$ cat src/rtl/prio_pkg.sv
// Shared constants, stage states and elaboration helpers for the priority encoder.
package prio_pkg;

  localparam int unsigned PRIO_FIXED = 0;
  localparam int unsigned PRIO_RR    = 1;

  typedef enum logic {
    ST_EMPTY = 1'b0,
    ST_FULL  = 1'b1
  } stage_state_e;

  // Bits needed to index n entries; never less than 1 so N=1 style corner cases keep a port.
  function automatic int unsigned clog2_safe(input int unsigned n);
    int unsigned w;
    w = 1;
    for (int i = 1; i < 32; i++) begin
      if ((32'd1 << w) < n) w = w + 1;
    end
    return w;
  endfunction

  // True when n is a non-zero power of two.
  function automatic bit is_pow2(input int unsigned n);
    return (n != 0) && ((n & (n - 1)) == 0);
  endfunction

endpackage

$ cat src/rtl/prio_find.sv
// Combinational highest-set-bit finder: index of the top requesting line plus an any flag.
module prio_find
  import prio_pkg::*;
#(
  parameter int unsigned N = 16,
  parameter int unsigned W = clog2_safe(N)
) (
  input  logic [N-1:0] vec_i,
  output logic [W-1:0] idx_o,
  output logic         any_o
);

  // Ascending scan; the last set bit seen is the highest one.
  always_comb begin
    idx_o = '0;
    any_o = 1'b0;
    for (int i = 0; i < int'(N); i++) begin
      if (vec_i[i]) begin
        idx_o = W'(i);
        any_o = 1'b1;
      end
    end
  end

endmodule

$ cat src/rtl/prio_encoder_rr.sv
// Registered N-to-log2(N) priority encoder with EI/GS/EO cascade outputs, a one-deep
// valid/ready output stage and an optional descending round-robin grant.
module prio_encoder_rr
  import prio_pkg::*;
#(
  parameter  int unsigned N  = 16,
  parameter  int unsigned RR = PRIO_FIXED,
  localparam int unsigned W  = clog2_safe(N)
) (
  input  logic         clk,
  input  logic         rst,
  input  logic         ei,
  input  logic [N-1:0] req,
  input  logic         in_valid,
  output logic         in_ready,
  output logic [W-1:0] code,
  output logic         gs,
  output logic         eo,
  output logic         out_valid,
  input  logic         out_ready
);

  localparam bit N_OK = is_pow2(N) && (N >= 2) && (N <= 256);

  generate
    if (!N_OK) begin : g_bad_n
      $error("prio_encoder_rr: N must be a power of two in 2..256");
    end
  endgenerate

  stage_state_e state_q;
  logic [W-1:0] code_q;
  logic         gs_q;
  logic         eo_q;
  logic [W-1:0] grant_idx;
  logic         any_req;
  logic         accept;

  assign out_valid = (state_q == ST_FULL);
  assign in_ready  = ~rst & (~out_valid | out_ready);
  assign accept    = in_valid & in_ready;
  assign code      = code_q;
  assign gs        = gs_q;
  assign eo        = eo_q;

  generate
    if (RR == PRIO_RR) begin : g_rr
      logic [W-1:0] ptr_q;
      logic [N-1:0] mask;
      logic [N-1:0] masked;
      logic [W-1:0] m_idx;
      logic         m_any;
      logic [W-1:0] u_idx;

      // Lines strictly below the last grant are preferred, giving a descending rotation.
      always_comb begin
        mask = '0;
        for (int i = 0; i < int'(N); i++) begin
          mask[i] = (i < int'(ptr_q));
        end
      end

      assign masked = req & mask;

      prio_find #(.N(N), .W(W)) u_find_masked (
        .vec_i (masked),
        .idx_o (m_idx),
        .any_o (m_any)
      );

      prio_find #(.N(N), .W(W)) u_find_full (
        .vec_i (req),
        .idx_o (u_idx),
        .any_o (any_req)
      );

      assign grant_idx = m_any ? m_idx : u_idx;

      // Pointer remembers the last index actually granted on a transfer.
      always_ff @(posedge clk) begin
        if (rst) begin
          ptr_q <= '0;
        end else if (accept && ei && any_req) begin
          ptr_q <= grant_idx;
        end
      end
    end else begin : g_fixed
      prio_find #(.N(N), .W(W)) u_find_full (
        .vec_i (req),
        .idx_o (grant_idx),
        .any_o (any_req)
      );
    end
  endgenerate

  // Output stage: load on accept, drain on consume, hold while stalled.
  always_ff @(posedge clk) begin
    if (rst) begin
      state_q <= ST_EMPTY;
      code_q  <= '0;
      gs_q    <= 1'b0;
      eo_q    <= 1'b0;
    end else if (accept) begin
      state_q <= ST_FULL;
      gs_q    <= ei & any_req;
      eo_q    <= ei & ~any_req;
      code_q  <= (ei & any_req) ? grant_idx : '0;
    end else if (out_ready && state_q == ST_FULL) begin
      state_q <= ST_EMPTY;
    end
  end

endmodule
$ cat config.mk
export PLATFORM = sky130hd
export DESIGN_NAME = prio_encoder_rr
export DESIGN_NICKNAME = d
export VERILOG_FILES = /design/src/rtl/prio_pkg.sv /design/src/rtl/prio_find.sv /design/src/rtl/prio_encoder_rr.sv
export SDC_FILE = /design/constraint.sdc
export NUM_CORES = 1
export LEC_CHECK = 0
export ABC_CLOCK_PERIOD_IN_PS = 1300
export CELL_PAD_IN_SITES_DETAIL_PLACEMENT = 0
export CELL_PAD_IN_SITES_GLOBAL_PLACEMENT = 1
export CORE_ASPECT_RATIO = 0.9
export CORE_MARGIN = 2
export CORE_UTILIZATION = 22
export CTS_CLUSTER_DIAMETER = 120
export DETAILED_ROUTE_END_ITERATION = 7
export GPL_TIMING_DRIVEN = 0
export PLACE_DENSITY = 0.71
export REMOVE_ABC_BUFFERS = 1
export SLEW_MARGIN = 10
export SYNTH_ARGS = -nofsm -noshare
export SYNTH_HDL_FRONTEND = slang
export SYNTH_SLANG_ARGS = --single-unit
$ cat constraint.sdc
create_clock -name clk -period 1.3 [get_ports clk]
set_input_delay 0.26 -clock clk [delete_from_list [all_inputs] [get_ports clk]]
set_output_delay 0.26 -clock clk [all_outputs]
set_load 0.005 [all_outputs]
# After elaboration in Yosys (flattened, before gate mapping)
# Cells that the tools add are included.
# word_totals
reg_bits	7
latchBits	0
mem_bits_rw	0
romBits	0
in_bits	21
elab_cells	48
n_memories	0
# classes
addsub	0
mul	0
div_mod_pow	0
order_cmp	0
eq_ne	0
n_shift	0
n_mux	34
bitwise_logic	8
n_reduce_logical	2
# op_table
operator	n
2-to-1 mux 4 bit	9
2-to-1 mux 1 bit	19
2-to-1 mux 3 bit	4
AND 1 bit	4
2-to-1 mux 2 bit	2
NOT 1 bit	3
nonzero test 2 bit	1
logical AND 1 bit	1
OR 1 bit	1

# Longest topological paths before layout
# Gate-level depths: netlist of the first run.
# logic_depth
word_depth	18
mapped_depth	5
depth_no_buf	5

# Modules after synthesis
# Synthesis of the first run repeated with hierarchy kept, for this count alone.
# hier_totals
cells_unflattened	62
hier_area_um2	498.0
# by_module_without_submodules
mod	n_inst	cells_per_inst	area_per_inst_um2	seq_area_each_um2
prio_encoder_rr	1	33	336.6	140.1
prio_find	1	29	161.4	0.0

# Worst setup path before layout of the first run
# Ideal clock, no wire load.
# synth_timing
path_type	input-to-reg
start	in req[12]
end	reg code_q[1] (netlist: code[1])
setup_time_ns	0.120
arrival_time_ns	1.044
required_time_ns	1.180
slack_ns	0.136
stages	5
cell_sequence	nor4_2 -> nand4_1 -> and3_4 -> o31ai_2 -> a21oi_2
# synth_via
elab_chain_len	6
elab_cells_between_ends	10
cone_classes	mux (9); bitwise (1)
# synth_rtl
element	line_no	source
start: declaration	prio_encoder_rr.sv:13	input logic [N-1:0] req,
2-to-1 mux 1 bit (4 in a row)	prio_find.sv:18	if (vec_i[i]) begin
AND 1 bit	prio_encoder_rr.sv:107	code_q <= (ei & any_req) ? grant_idx : '0;
2-to-1 mux 4 bit *	prio_encoder_rr.sv:107	
end signal: assignment	prio_encoder_rr.sv:107	
end: declaration	prio_encoder_rr.sv:32	logic [W-1:0] code_q;
# Every way passes the cells marked *; elsewhere a longest branch is shown, timed or not.
# A chain may end at the register's enable or synchronous reset.

# Worst setup path in the final report of the first run
# layout_timing
start	reg state_q (netlist: out_valid)
end	reg code_q[1] (netlist: code[1])
# layout_via
elab_chain_len	4
# layout_rtl
element	line_no	source
start: declaration	prio_encoder_rr.sv:31	stage_state_e state_q;
start signal: assignment	prio_encoder_rr.sv:99	state_q <= ST_EMPTY;
start signal: assignment	prio_encoder_rr.sv:104	state_q <= ST_FULL;
start signal: assignment	prio_encoder_rr.sv:109	state_q <= ST_EMPTY;
NOT 1 bit	prio_encoder_rr.sv:40	assign in_ready = ~rst & (~out_valid | out_ready);
OR 1 bit	prio_encoder_rr.sv:40	
AND 1 bit	prio_encoder_rr.sv:40	
AND 1 bit	prio_encoder_rr.sv:41	assign accept = in_valid & in_ready;
# No other way between the ends.

==> results of run 1 <==
## cells by family after synthesis
kind of cell / after synthesis / share of synthesized area, %
simple gates: 33 / 42.0
compound gates: 16 / 23.7
buf+inv: 3 / 2.81
flops: 7 / 31.5
## synth_stat cells, drive strengths merged
cell	count
inv	2
a21oi	6
nor2	9
nand2	9
dfxtp	7
o21ai	4
buf	1
o31ai	2
nor4	4
nor3b	1
o21bai	1
nand2b	1
nand3	2
a311oi	1
and3	1
nor3	2
a31oi	1
nand4	1
a2bb2oi	1
nor2b	3
## metal layers
| layer | vias to the layer above | routed length (microns) | part of all wire (%) |
|---|---|---|---|
| met3 | 4 | 129 | 9.9 |
| li1 | 293 | - | - |
| met2 | 29 | 610 | 47 |
| met5 | - | 0 | 0 |
| met4 | 0 | 42 | 3.2 |
| met1 | 244 | 524 | 40 |
## where the power goes
| group | internal [mW] | switching (mW) | total, mW |
|---|---|---|---|
| clock network | 0.117 | 0.0736 | 0.190 |
| logic | 0.0848 | 0.0766 | 0.161 |
| registers | 0.224 | 0.00383 | 0.228 |
## flip-flops by register name, indices dropped and copies added (netlist names)
name / flops
code: 4
eo: 1
gs: 1
out_valid: 1
## repair_timing
item,in CTS,in global routing
pin swaps,8,9
endpoints found under the setup margin,14,6
setup buffers,7,0
gates resized for setup,36,7
## worst reg2reg max path, delay by kind of cell, from the launching register on
| family | cells | cell delay (ns) |
|---|---|---|
| and+or+nand+nor | 3 | 0.53 |
| DFF | 1 | 0.32 |
| AOI/OAI and AO/OA | 2 | 0.20 |
| buffers and inverters | 1 | 0.13 |
## through the flow
step	utilization (%)	total power, mW	TNS [ns]
floorplan	-	0.279	0
global placement	39.2	0.388	-2.88
global route	45.0	0.622	-0.0280
detailed placement	39.2	0.390	-2.85
CTS	44.2	0.585	0
finish	45.0	0.580	0
## how the worst max path moves through the flow
| stage | start | end | slack [ns] | depth (start not counted) |
|---|---|---|---|---|
| 2_1_floorplan | req[12] | code[1]$_SDFFE_PP0P_ | 0.14 | 5 |
| 3_3_place_gp | rst | in_ready | -0.57 | 3 |
| 3_5_place_dp | rst | in_ready | -0.56 | 3 |
| 4_1_cts | out_valid$_SDFFE_PP0P_ | in_ready | 0.004 | 3 |
| 5_1_grt | out_valid$_SDFFE_PP0P_ | code[1]$_SDFFE_PP0P_ | -0.02 | 6 |
| 6_report | out_valid$_SDFFE_PP0P_ | code[1]$_SDFFE_PP0P_ | 0.05 | 6 |
## layout make-up
type                       count  area [sq um]  share of cell area (%)
multi-input combinational     49           349                    40.6
clock buffer                   4          26.3                    3.05
timing repair buffer          35           305                    35.5
sequential                     7           141                    16.4
tap                           25          31.3                    3.63
inverter                       2          7.51                   0.872
==> results_tabular.tex, run 1 <==
\begin{tabular}{lr}
\hline
Metric & Value \\
\hline
\multicolumn{2}{l}{\textbf{Run status}} \\
Result of the run & completed \\
\multicolumn{2}{l}{\textbf{Routing}} \\
Iteration count of the initial detailed-routing pass & 4 \\
Final ANT Viol Nets & 0 \\
Via count & 570 \\
First DRT Iteration DRCs & 3 \\
DRC violations left & 0 \\
Vias/cell & 4.67 \\
Routed len/inst & 10.7 microns \\
Wirelength, routed & 1.31 mm \\
\multicolumn{2}{l}{\textbf{Place}} \\
Final HPWL from detailed placement & 994 microns \\
Count of input and output buffers & 28 \\
Final weighted congestion in routability-driven placement & 0.761 \\
Post-Place Cells & 111 \\
Placed cell areas & 751 sq um \\
Worst-case setup slack after placement & -0.562 ns \\
\multicolumn{2}{l}{\textbf{Min path}} \\
Worst Hold Path EP & code[1]\$\_SDFFE\_PP0P\_ \\
Path class of the lowest-slack min-delay path & in -> reg \\
Worst Min Path Start & rst \\
Number of cells on the worst hold path & 2 \\
\multicolumn{2}{l}{\textbf{Final layout}} \\
Most common cell after layout, fill and taps aside & dlygate4sd2\_1 \\
Layout cell share with drive strength beyond 1 & 28.9\% \\
Number of antenna cells inserted & 0 \\
Number of nets in the layout & 119 \\
Commonest cells after routing, fill and taps aside & dlygate4sd2\_1, nand2\_1, nor2\_1 \\
Area added between synthesis and finish & 93.8\% \\
Number of non-filler instances in the completed layout & 122 \\
Final Cell Area & 861 sq um \\
Number of fill cells & 224 \\
\multicolumn{2}{l}{\textbf{Clock tree}} \\
Worst-Skew Late Latency & 0.24 ns \\
Max Root-Sink Buffers & 2 \\
CTS root buf & clkbuf\_4 \\
Number of buffers inserted during clock tree synthesis & 3 \\
Clock-pin slew of the registers on the worst-case setup and hold paths & 0.05 ns \\
CTS sink count & 7 \\
CTS tree & yes \\
\# hold bufs at CTS & 0 \\
Depth of the CTS H-tree & 1 \\
\multicolumn{2}{l}{\textbf{Synthesis}} \\
Synthesized area & 444 sq um \\
Syn. warnings & 0 \\
Number of library cell types mapped by synthesis & 25 \\
Dominant cell type by area after synthesis & dfxtp\_1 \\
Number of synthesized register bits & 7 \\
Post-synthesis sequential area ratio & 31.5\% \\
Area share of the largest cell type after synthesis & 31.5\% \\
Synthesized instance count & 59 \\
Dominant cells by area after synthesis & dfxtp\_1, nand2\_1, nor2\_1, a21oi\_1, nor4\_2 \\
Post-synthesis average cell area & 7.53 sq um \\
\multicolumn{2}{l}{\textbf{Floorplanning}} \\
Number of I/O pins & 29 \\
Die area & 0.00239 sq mm \\
Placement Rows & 15 \\
Core Footprint & 0.00191 sq mm \\
Die Height & 46.6 microns \\
Width of the chip & 51.4 microns \\
Effective utilization at floorplan & 23.2\% \\
\multicolumn{2}{l}{\textbf{STA}} \\
Share of the clock period used by the worst path & 96.3\% \\
Min Hold Slack & 0.437 ns \\
Transition time of the tightest slew-check pin & 0.248 ns \\
Number of max-slew violations in the final report & 0 \\
Slew Limit Headroom & 83.3\% \\
Setup WS post-layout & 0.0484 ns \\
Timing-limited maximum frequency & 799 MHz \\
Setup violators final & 0 \\
Max Clock Skew & 0.00335 ns \\
RSZ-0062 raised after global routing & yes \\
Final hold vios & 0 \\
Final Critical Period & 1.25 ns \\
\multicolumn{2}{l}{\textbf{Global route}} \\
Initial antenna violation count & 0 \\
Global router's overall resource usage & 12.0\% \\
Busiest metal layer after global routing & met2 \\
Met1 Track Usage GR & 13.6\% \\
Global-route wire length before repair & 2.07 mm \\
Number of global-route vias before repair & 470 \\
Met2 usage in global routing & 20.8\% \\
Largest net degree at the start of global routing & 10 \\
Met3 global-route usage & 2.60\% \\
Final global-route overflow total & 0 \\
\multicolumn{2}{l}{\textbf{Power}} \\
Power density cells & 673 mW/mm\^{}2 \\
Largest vdd supply drop & 0.386 mV \\
Leakage power summed over all cells & 0.362 nW \\
\multicolumn{2}{l}{\textbf{Job}} \\
Max cap viols & 0 \\
\multicolumn{2}{l}{\textbf{Critical path}} \\
Max stage delay cell, worst path & dfxtp\_2 \\
Element type at the critical path end & register \\
Source of the worst register-to-register timing path & out\_valid\$\_SDFFE\_PP0P\_ \\
Cells traversed along the worst timing path & nor2b\_4, buf\_4, nor3b\_4, and3\_4, o31ai\_2, a21oi\_2 \\
CP Data Required Time & 1.48 ns \\
Class of the most critical setup path & reg -> reg \\
Kind of cell with the highest combined delay on the critical path & simple AND/OR/NAND/NOR gates \\
Buffer and inverter count on the worst path & 1 \\
Reg2Reg Capture Point & code[1]\$\_SDFFE\_PP0P\_ \\
Worst Path Arrival & 1.43 ns \\
Slack of the worst reg-to-reg path & 0.05 ns \\
Type of element launching the critical path & register \\
Cell count of the worst reg-to-reg path & 6 \\
Critical-path maximum fanout & 3 \\
Slowest stage delay, CP & 0.32 ns \\
\hline
\end{tabular}
No activity file was read; power rests on OpenSTA's default activity.
==> inputs of run 2 (changes only) <==
Settings changed: ABC_CLOCK_PERIOD_IN_PS 1300 to not set.
==> results of run 2 <==
Final layout, timing and power as in run 1 (identical DEF).
